[config.mk]
export PLATFORM = sky130hd
export DESIGN_NAME = updn_counter_ext
export DESIGN_NICKNAME = d
export VERILOG_FILES = /design/src/rtl/updn_counter_ext.sv
export SDC_FILE = /design/constraint.sdc
export NUM_CORES = 1
export LEC_CHECK = 0
export CAP_MARGIN = 30
export CORE_MARGIN = 1.5
export CORE_UTILIZATION = 31
export CTS_BUF_LIST = sky130_fd_sc_hd__clkbuf_8
export CTS_CLUSTER_DIAMETER = 120
export CTS_CLUSTER_SIZE = 10
export DETAILED_ROUTE_END_ITERATION = 10
export PLACE_DENSITY_LB_ADDON = 0.2
export SLEW_MARGIN = 20
export SYNTH_ARGS = -nofsm -noshare
export SYNTH_HDL_FRONTEND = slang
export SYNTH_SLANG_ARGS = --single-unit
[constraint.sdc]
create_clock -name clk -period 3.1 [get_ports clk]
set_clock_uncertainty 0.15 [all_clocks]
set_input_delay 0.31 -clock clk [delete_from_list [all_inputs] [get_ports clk]]
set_output_delay 0.31 -clock clk [all_outputs]
set_load 0.005 [all_outputs]
[src/rtl/updn_counter_ext.sv]
// updn_counter_ext: parametrised loadable up/down counter with a programmable
// inclusive upper bound, per-cycle step, wrap or saturate behaviour, sticky
// overflow/underflow flags and a combinational terminal-count output.
// With WIDTH=3, STEP_W=1, max_val=7, step=1, SATURATE=0 it behaves like the
// original 3-bit up/down counter.
module updn_counter_ext #(
    parameter int WIDTH    = 8,
    parameter int STEP_W   = 2,
    parameter int SATURATE = 0
) (
    input  logic              clk,
    input  logic              rst_,
    input  logic [WIDTH-1:0]  data_in,
    input  logic              ld_cnt,
    input  logic              updn_cnt,
    input  logic              count_enb,
    input  logic [STEP_W-1:0] step,
    input  logic [WIDTH-1:0]  max_val,
    input  logic              clr_flags,
    output logic [WIDTH-1:0]  data_out,
    output logic              tc,
    output logic              ovf_flag,
    output logic              unf_flag
);

    logic [WIDTH-1:0] count_q, count_d;
    logic             ovf_q, ovf_d;
    logic             unf_q, unf_d;
    logic             setOvf, setUnf;

    // All count arithmetic is one bit wider than the counter so that
    // max_val+1 and count+step never overflow before being compared.
    logic [WIDTH:0]   cntExt, maxExt, stepExt, rangeExt, sumExt;
    logic             overRange;
    logic [WIDTH-1:0] diffVal, wrapUpVal, wrapDnVal;

    assign cntExt    = {1'b0, count_q};
    assign maxExt    = {1'b0, max_val};
    assign stepExt   = {{(WIDTH + 1 - STEP_W){1'b0}}, step};
    assign rangeExt  = maxExt + 1'b1;
    assign sumExt    = cntExt + stepExt;
    // A step larger than the whole range cannot wrap meaningfully, so it
    // always pins the result to the bound being crossed.
    assign overRange = stepExt > rangeExt;
    assign diffVal   = WIDTH'(cntExt - stepExt);
    assign wrapUpVal = WIDTH'(sumExt - rangeExt);
    assign wrapDnVal = WIDTH'(cntExt + rangeExt - stepExt);

    // Next-state selection: load beats range correction, which beats counting.
    always_comb begin
        count_d = count_q;
        setOvf  = 1'b0;
        setUnf  = 1'b0;
        if (!ld_cnt) begin
            count_d = (data_in > max_val) ? max_val : data_in;
        end else if (count_q > max_val) begin
            count_d = max_val;
        end else if (count_enb) begin
            if (updn_cnt) begin
                if (sumExt <= maxExt) begin
                    count_d = sumExt[WIDTH-1:0];
                end else begin
                    setOvf  = 1'b1;
                    count_d = ((SATURATE != 0) || overRange) ? max_val : wrapUpVal;
                end
            end else begin
                if (stepExt <= cntExt) begin
                    count_d = diffVal;
                end else begin
                    setUnf  = 1'b1;
                    count_d = ((SATURATE != 0) || overRange) ? '0 : wrapDnVal;
                end
            end
        end
        // A crossing in the same cycle as a clear keeps the flag set.
        ovf_d = (ovf_q & ~clr_flags) | setOvf;
        unf_d = (unf_q & ~clr_flags) | setUnf;
    end

    // Count and sticky flag registers with asynchronous active-low reset.
    always_ff @(posedge clk or negedge rst_) begin
        if (!rst_) begin
            count_q <= '0;
            ovf_q   <= 1'b0;
            unf_q   <= 1'b0;
        end else begin
            count_q <= count_d;
            ovf_q   <= ovf_d;
            unf_q   <= unf_d;
        end
    end

    assign data_out = count_q;
    assign ovf_flag = ovf_q;
    assign unf_flag = unf_q;
    assign tc       = updn_cnt ? (count_q == max_val) : (count_q == '0);

endmodule
==> results of run 1 <==
==> cell usage after synthesis, types with 6 or more instances <==
cell type	instances
a31oi_1	8
nor2_1	15
xor2_1	7
dfrtp_1	10
nand4_1	8
nand2_1	23
o31ai_1	6
ha_1	51
nor2b_1	6
o21ai_0	17
xnor2_1	20
inv_1	44
nor3_1	7
nand2b_1	6
o211ai_1	6
a21oi_1	13
nand3_1	10
clkbuf_1	7
==> cell usage in the layout (no fill, tap or decap), types with 4 or more instances in the layout <==
cell,count
o21a_1,4
xnor2_1,16
a222oi_1,5
ha_4,4
nand4_1,8
inv_1,43
ha_1,45
xor2_1,7
o21ai_0,13
clkbuf_8,4
fa_1,4
xnor2_2,4
a21oi_1,10
nand2_1,20
a211oi_1,4
a22oi_1,4
nor2b_1,5
nand2b_1,5
a31oi_1,8
nand3_1,8
clkdlybuf4s50_1,26
buf_4,117
dlygate4sd2_1,5
nor4_1,4
nor2_1,15
o31ai_1,6
a211o_1,5
a21o_1,5
nor3_1,7
o211ai_1,6
dfrtp_1,9
==> where the power goes <==
| part | total [µW] | switching (µW) | leakage, µW | internal, µW |
|---|---|---|---|---|
| logic | 3810 | 1870 | 0.00192 | 1930 |
| registers | 274 | 85.9 | 0.000121 | 188 |
| clock network | 174 | 61.2 | 0.0000288 | 112 |
| total | 4260 | 2020 | 0.00207 | 2240 |
==> registers in the layout, summed over array words and instances, names as in the netlist <==
name and count:
data_out 8, unf_flag 1, ovf_flag 1
==> layer usage <==
layer / up-vias / routed length [µm] / track usage
li1: 1660 / - / -
met2: 136 / 5220 / 0.388
met4: 0 / 528 / 0.100
met1: 1580 / 5040 / 0.313
met3: 42 / 675 / 0.0234
met5: - / 0 / 0
==> per-stage QoR <==
stage,utilization,instance area (µm²)
2_1_floorplan,-,2890
3_3_place_gp,0.474,4170
3_5_place_dp,0.474,4170
4_1_cts,0.499,4390
5_1_grt,0.508,4470
6_report,0.508,4470
==> how the worst max path moves through the flow <==
stage,from,endpoint,slack (ns)
after detailed placement,max_val[0],data_out[7],-0.86
final,data_out[1],data_out[3],-0.29
after global placement,max_val[0],data_out[7],-0.81
after floorplan,data_out[0],data_out[6],-0.05
after global routing,data_out[1],data_out[6],-0.36
after CTS,data_out[1],data_out[3],-0.24
==> layout make-up <==
type / count / area, µm² / share of cell area
multi-input cells: 298 / 2610 / 0.584
repair buffers: 154 / 1250 / 0.280
flip-flops and latches: 10 / 251 / 0.0562
inverters: 44 / 165 / 0.0369
well taps: 108 / 135 / 0.0302
clock buffers: 4 / 55.1 / 0.0123
==> repair_timing <==
action / CTS / global route
gates resized for setup: 36 / 12
hold buffers: 0 / 0
endpoints found under the setup margin: 10 / 10
setup buffers: 5 / 3
pin swaps: 26 / 13
==> cells by family after synthesis <==
family | after synthesis | synth area share
AOI/OAI and AO/OA | 104 | 0.261
muxes | 4 | 0.0145
buffers and inverters | 55 | 0.0745
xor gates and xnor gates | 27 | 0.0833
DFF | 10 | 0.0881
adders and majority gates | 56 | 0.260
and+or+nand+nor | 107 | 0.218
==> run metrics, run 1 <==
Synth Register Bits=10; routability cong.=between 0.9 and 1; Crit Reg-Reg Endpoint=data_out[3]; Seq/Total Area, Yosys=0.0881; P&R area growth vs syn=57.6%; antenna violations before repair=0; maximum clock path buffer count=2; DRC violations left=4; # nets final=591; # clock sinks=10; crit path launch type=register; Slew @ Worst Pin=0.665 ns; cell accounting for the most synthesized area=ha_1; Post-Place Setup Slack=-0.865 ns; Fin Hold WS=0.254 ns; Relative slew margins=0.556; fin crit share=1.09; CP max-delay cell=or4b_4; CP bufs+invs=1; placed cells=608; Synth Cell Area=~2800 µm²; critical path endpoint category=register; Final setup viols=9; number of global-route vias before repair=between 3k and 4k; worst vdd ir=323 µV; layout cells sized above 1=0.347; htree depth=1; RSZ-0062 raised after global routing=yes; crit-path max FO=5; Post-Route WL=11500 µm; CTS root buf=clkbuf_8; clk slew on worst S/H paths=0.05 ns; class of the worst hold path=in2async; Power Total=4260 µW; run status=finished, violations left; I/O Pins=35; failing checks=DRC, setup timing; clk_lat worst skew=0.24 ns; DP Wirelength=9430 µm; 1st-pass router iterations=10; Yosys warnings=0; max_cap viols=0; non-filler cells, final=618; Reg-to-Reg Start=data_out[1]; CTS Buf Count=3; die footprint=slightly below 10000 µm²; Final min period=3.39 ns; Die Width=98.7 µm; WS Path Type=reg2reg; PnR worst setup slack=-0.291 ns; WL/cell=between 15 and 20 µm; Most used DFF post-synth=dfrtp_1; CTS tree=done; Syn Inst Count=~360; die height=98.7 µm; first-pass GRT wire length=between 15000 and 20000 µm; top post-synthesis cells by area=ha_1, dfrtp_1, xnor2_1; Final Slew Violations=0; Diodes inserted=0; initial drt markers=285; Initial Utilization=0.322; std cell rows=34; delay-heaviest family, CP=simple AND/OR/NAND/NOR gates; number of synthesized flops with an enable pin=0; core area=8810 µm²; Yosys top cell area share=0.225; GRT overflow=0; Worst Reg-to-Reg Cells=13; FFs w/ async S/R, synth=1.00; Net Count, Synth=443; post-synthesis cell type count=62; ANT nets after route=0; vias per cell=5.53; fillers=861; data arrival time of the worst path=3.35 ns; slowest stage delay, CP=0.51 ns; gr usage total=0.235; Max Freq=0.295 GHz; Syn Area/Cell=7.82 µm²; largest net degree at the start of global routing=16; Levels on crit path=13; setup TNS=-2.01 ns; port bufs=34; final hold violations=0; PD cells=952 nW/µm²; critical-path cell list=ha_4, nor2b_4, o2111ai_4, xnor2_2, ha_1, nand4_1, or4b_4, o211ai_1, and2_4, buf_6, nand2b_1, a31oi_1, o21ai_1; Lkg Pwr=0.00207 µW; R2R Setup Slk=-0.29 ns; CP Data Required Time=3.06 ns; via count=3418
No activity file was read; power rests on OpenSTA's default activity.
==> run 2: changes to the inputs <==
Settings changed: ABC_AREA set to 1, GPL_ROUTABILITY_DRIVEN set to 0.
==> run metrics, run 2 <==
run status=finished clean; register area=roughly 250 µm²; gr usage total=0.210; maximum clock path buffer count=2; number of synthesized flops with an enable pin=0; final hold violations=0; fin crit share=0.975; layout cells sized above 1=0.264; CTS tree=done; class of the worst hold path=in2async; worst vdd ir=between 300 and 400 µV; std cell rows=36; die height=a little over 100 µm; # clock sinks=10; cell with the most instances after synthesis=nand2_1; Seq/Total Area, Yosys=0.0809; clk_lat worst skew=between 0.2 and 0.25 ns; Yosys top cell area share=0.206; Initial Utilization=0.318; DP Wirelength=8890 µm; post-synthesis cell type count=37; non-filler cells, final=747; CP Data Required Time=3.12 ns; clk slew on worst S/H paths=~0.05 ns; critical-path cell list=ha_4, fa_2, nand2_4, nor2_4, inv_2, o21ai_1, o21ai_1, inv_2, ha_4, nand2_2, inv_2, nand3_2, nor2_1, nor2_1, nand2_2, nand2_4, buf_4, a21oi_2, nand2_1, nand3_2, nand2_1, a21oi_2; Post-Route WL=10700 µm; P&R area growth vs syn=42.7%; CTS Hold Bufs=0; vias per cell=between 4 and 5; Max Freq=between 0.3 and 0.4 GHz; Synth Register Bits=10; die footprint=roughly 11000 µm²; Yosys warnings=0; 1st-pass router iterations=5; most frequent cells after synthesis=nand2_1, inv_1, ha_1; CTS root buf=clkbuf_8; Diodes inserted=0; core area=~10000 µm²; data arrival time of the worst path=between 3 and 4 ns; WL/cell=14.3 µm; antenna violations before repair=0; DRC violations left=0; most common cell after layout, fill and taps aside=nand2_1; max reg flops=8; # nets final=695; port bufs=34; Syn Inst Count=509; CP dominant cell by count=inv_2; placed cells=733; PD cells=about 950 nW/µm²; first-pass GRT wire length=17300 µm; critical path endpoint category=register; GRT overflow=0; CTS Buf Count=3; largest net degree at the start of global routing=17; Final min period=3.02 ns; CP startpoint=data_out[0]; Synth Cell Area=3090 µm²; via count=3607; crit path launch type=register; fillers=1069; RSZ-0062 raised after global routing=yes; Lkg Pwr=0.00231 µW; Reg-to-Reg Start=data_out[0]; I/O Pins=35; max_cap viols=0; cell accounting for the most synthesized area=ha_1; area of the multi-input gates=about 2700 µm²; WS Path Type=reg2reg; Syn Area/Cell=6.08 µm²; most frequent cells in the layout=nand2_1, buf_4, inv_1, ha_1, nand3_1; CP max-delay cell=dfrtp_1; setup TNS=0 ns; Net Count, Synth=between 500 and 600; crit-path max FO=8; htree depth=1; Die Width=103 µm; initial drt markers=roughly 190; slowest stage delay, CP=0.41 ns; Slew @ Worst Pin=0.502 ns; Relative slew margins=0.665; ANT nets after route=0; Final setup viols=0; FFs w/ async S/R, synth=1.00; Final Slew Violations=0; top post-synthesis cells by area=ha_1, nand2_1, inv_1; number of global-route vias before repair=approximately 3.5k; Most used DFF post-synth=dfrtp_1; Final Util=0.454
run 2: cell count changes in the layout (fill, tap and decap cells not counted), moves of 11 or more:
cell	before	now
nand3_1	8	39
xnor2_1	16	1
buf_4	117	76
nor2_1	15	31
a21oi_1	10	26
nand2_2	3	15
o21ai_0	13	25
nand3_2	1	12
nand2_1	20	132
inv_1	43	74
run 2: final timing paths:
path	endpoint	cells after the start	slack, ns
worst max-delay path	data_out[7]	22	0.08
worst min-delay path	data_out[3]	1	0.26
worst max register to register	data_out[7]	22	0.08
worst min register to register	unf_flag	2	0.37
max in group asynchronous	data_out[4]	1	2.17
min in group clk	unf_flag	2	0.37
run 2: worst max-delay path, delay by kind of cell (launching register included):
family,cells,cell delay [ns]
and+or+nand+nor,11,0.85
adders and majority gates,3,0.81
DFF,1,0.41
buffers and inverters,4,0.36
AOI/OAI and AO/OA,4,0.36
run 2: layout make-up:
| cell class | instances | share of cell area |
|---|---|---|
| Clock buffer | 4 | 0.0125 |
| Inverter | 85 | 0.0743 |
| Multi-Input combinational cell | 402 | 0.606 |
| Sequential cell | 10 | 0.0573 |
| Tap cell | 133 | 0.0377 |
| Timing Repair Buffer | 113 | 0.212 |
run 2: where the power goes:
part / switching [µW] / total (µW) / internal, µW / leakage (µW)
clock network: 55.8 / 168 / 112 / 0.0000288
logic: 2020 / 3720 / 1700 / 0.00217
registers: 111 / 301 / 190 / 0.000119
total: 2190 / 4190 / 2000 / 0.00231
run 2: logic make-up (layout without fill, tap and decap cells):
group	count (synthesis)	in the layout	share of synthesized area
and+or+nand+nor	257	257	0.370
buffers and inverters	97	202	0.133
AOI/OAI and AO/OA	75	75	0.138
adders and majority gates	56	56	0.239
xor gates and xnor gates	14	14	0.0396
DFF	10	10	0.0809
run 2: stage by stage:
step / setup slack [ns] / instance area, µm² / power, µW / hold slack (ns)
after floorplan: 0.189 / 3090 / 2280 / -0.136
after global placement: -0.537 / 4030 / 3510 / 0.365
after detailed placement: -0.542 / 4030 / 3550 / 0.375
after CTS: 0.0258 / 4190 / 3860 / 0.292
after global routing: -0.0878 / 4410 / 4660 / 0.295
final: 0.0775 / 4410 / 4190 / 0.262
run 2: timing repair:
action                     CTS  global route
pin swaps                    4            27
buffers inserted             3             7
resized for setup           20            53
setup endpoints to repair    9             9
run 2: layer usage:
metal  track usage  share of wire
met5             0              0
met4        0.0644          0.033
met2         0.352           0.47
met1         0.288           0.45
met3        0.0163          0.051
==> run 3: changes to the inputs <==
Settings changed: SLEW_MARGIN 20 to unset.
==> results of run 3 <==
Same layout as run 2: the final DEF is identical, and so are final timing and power.
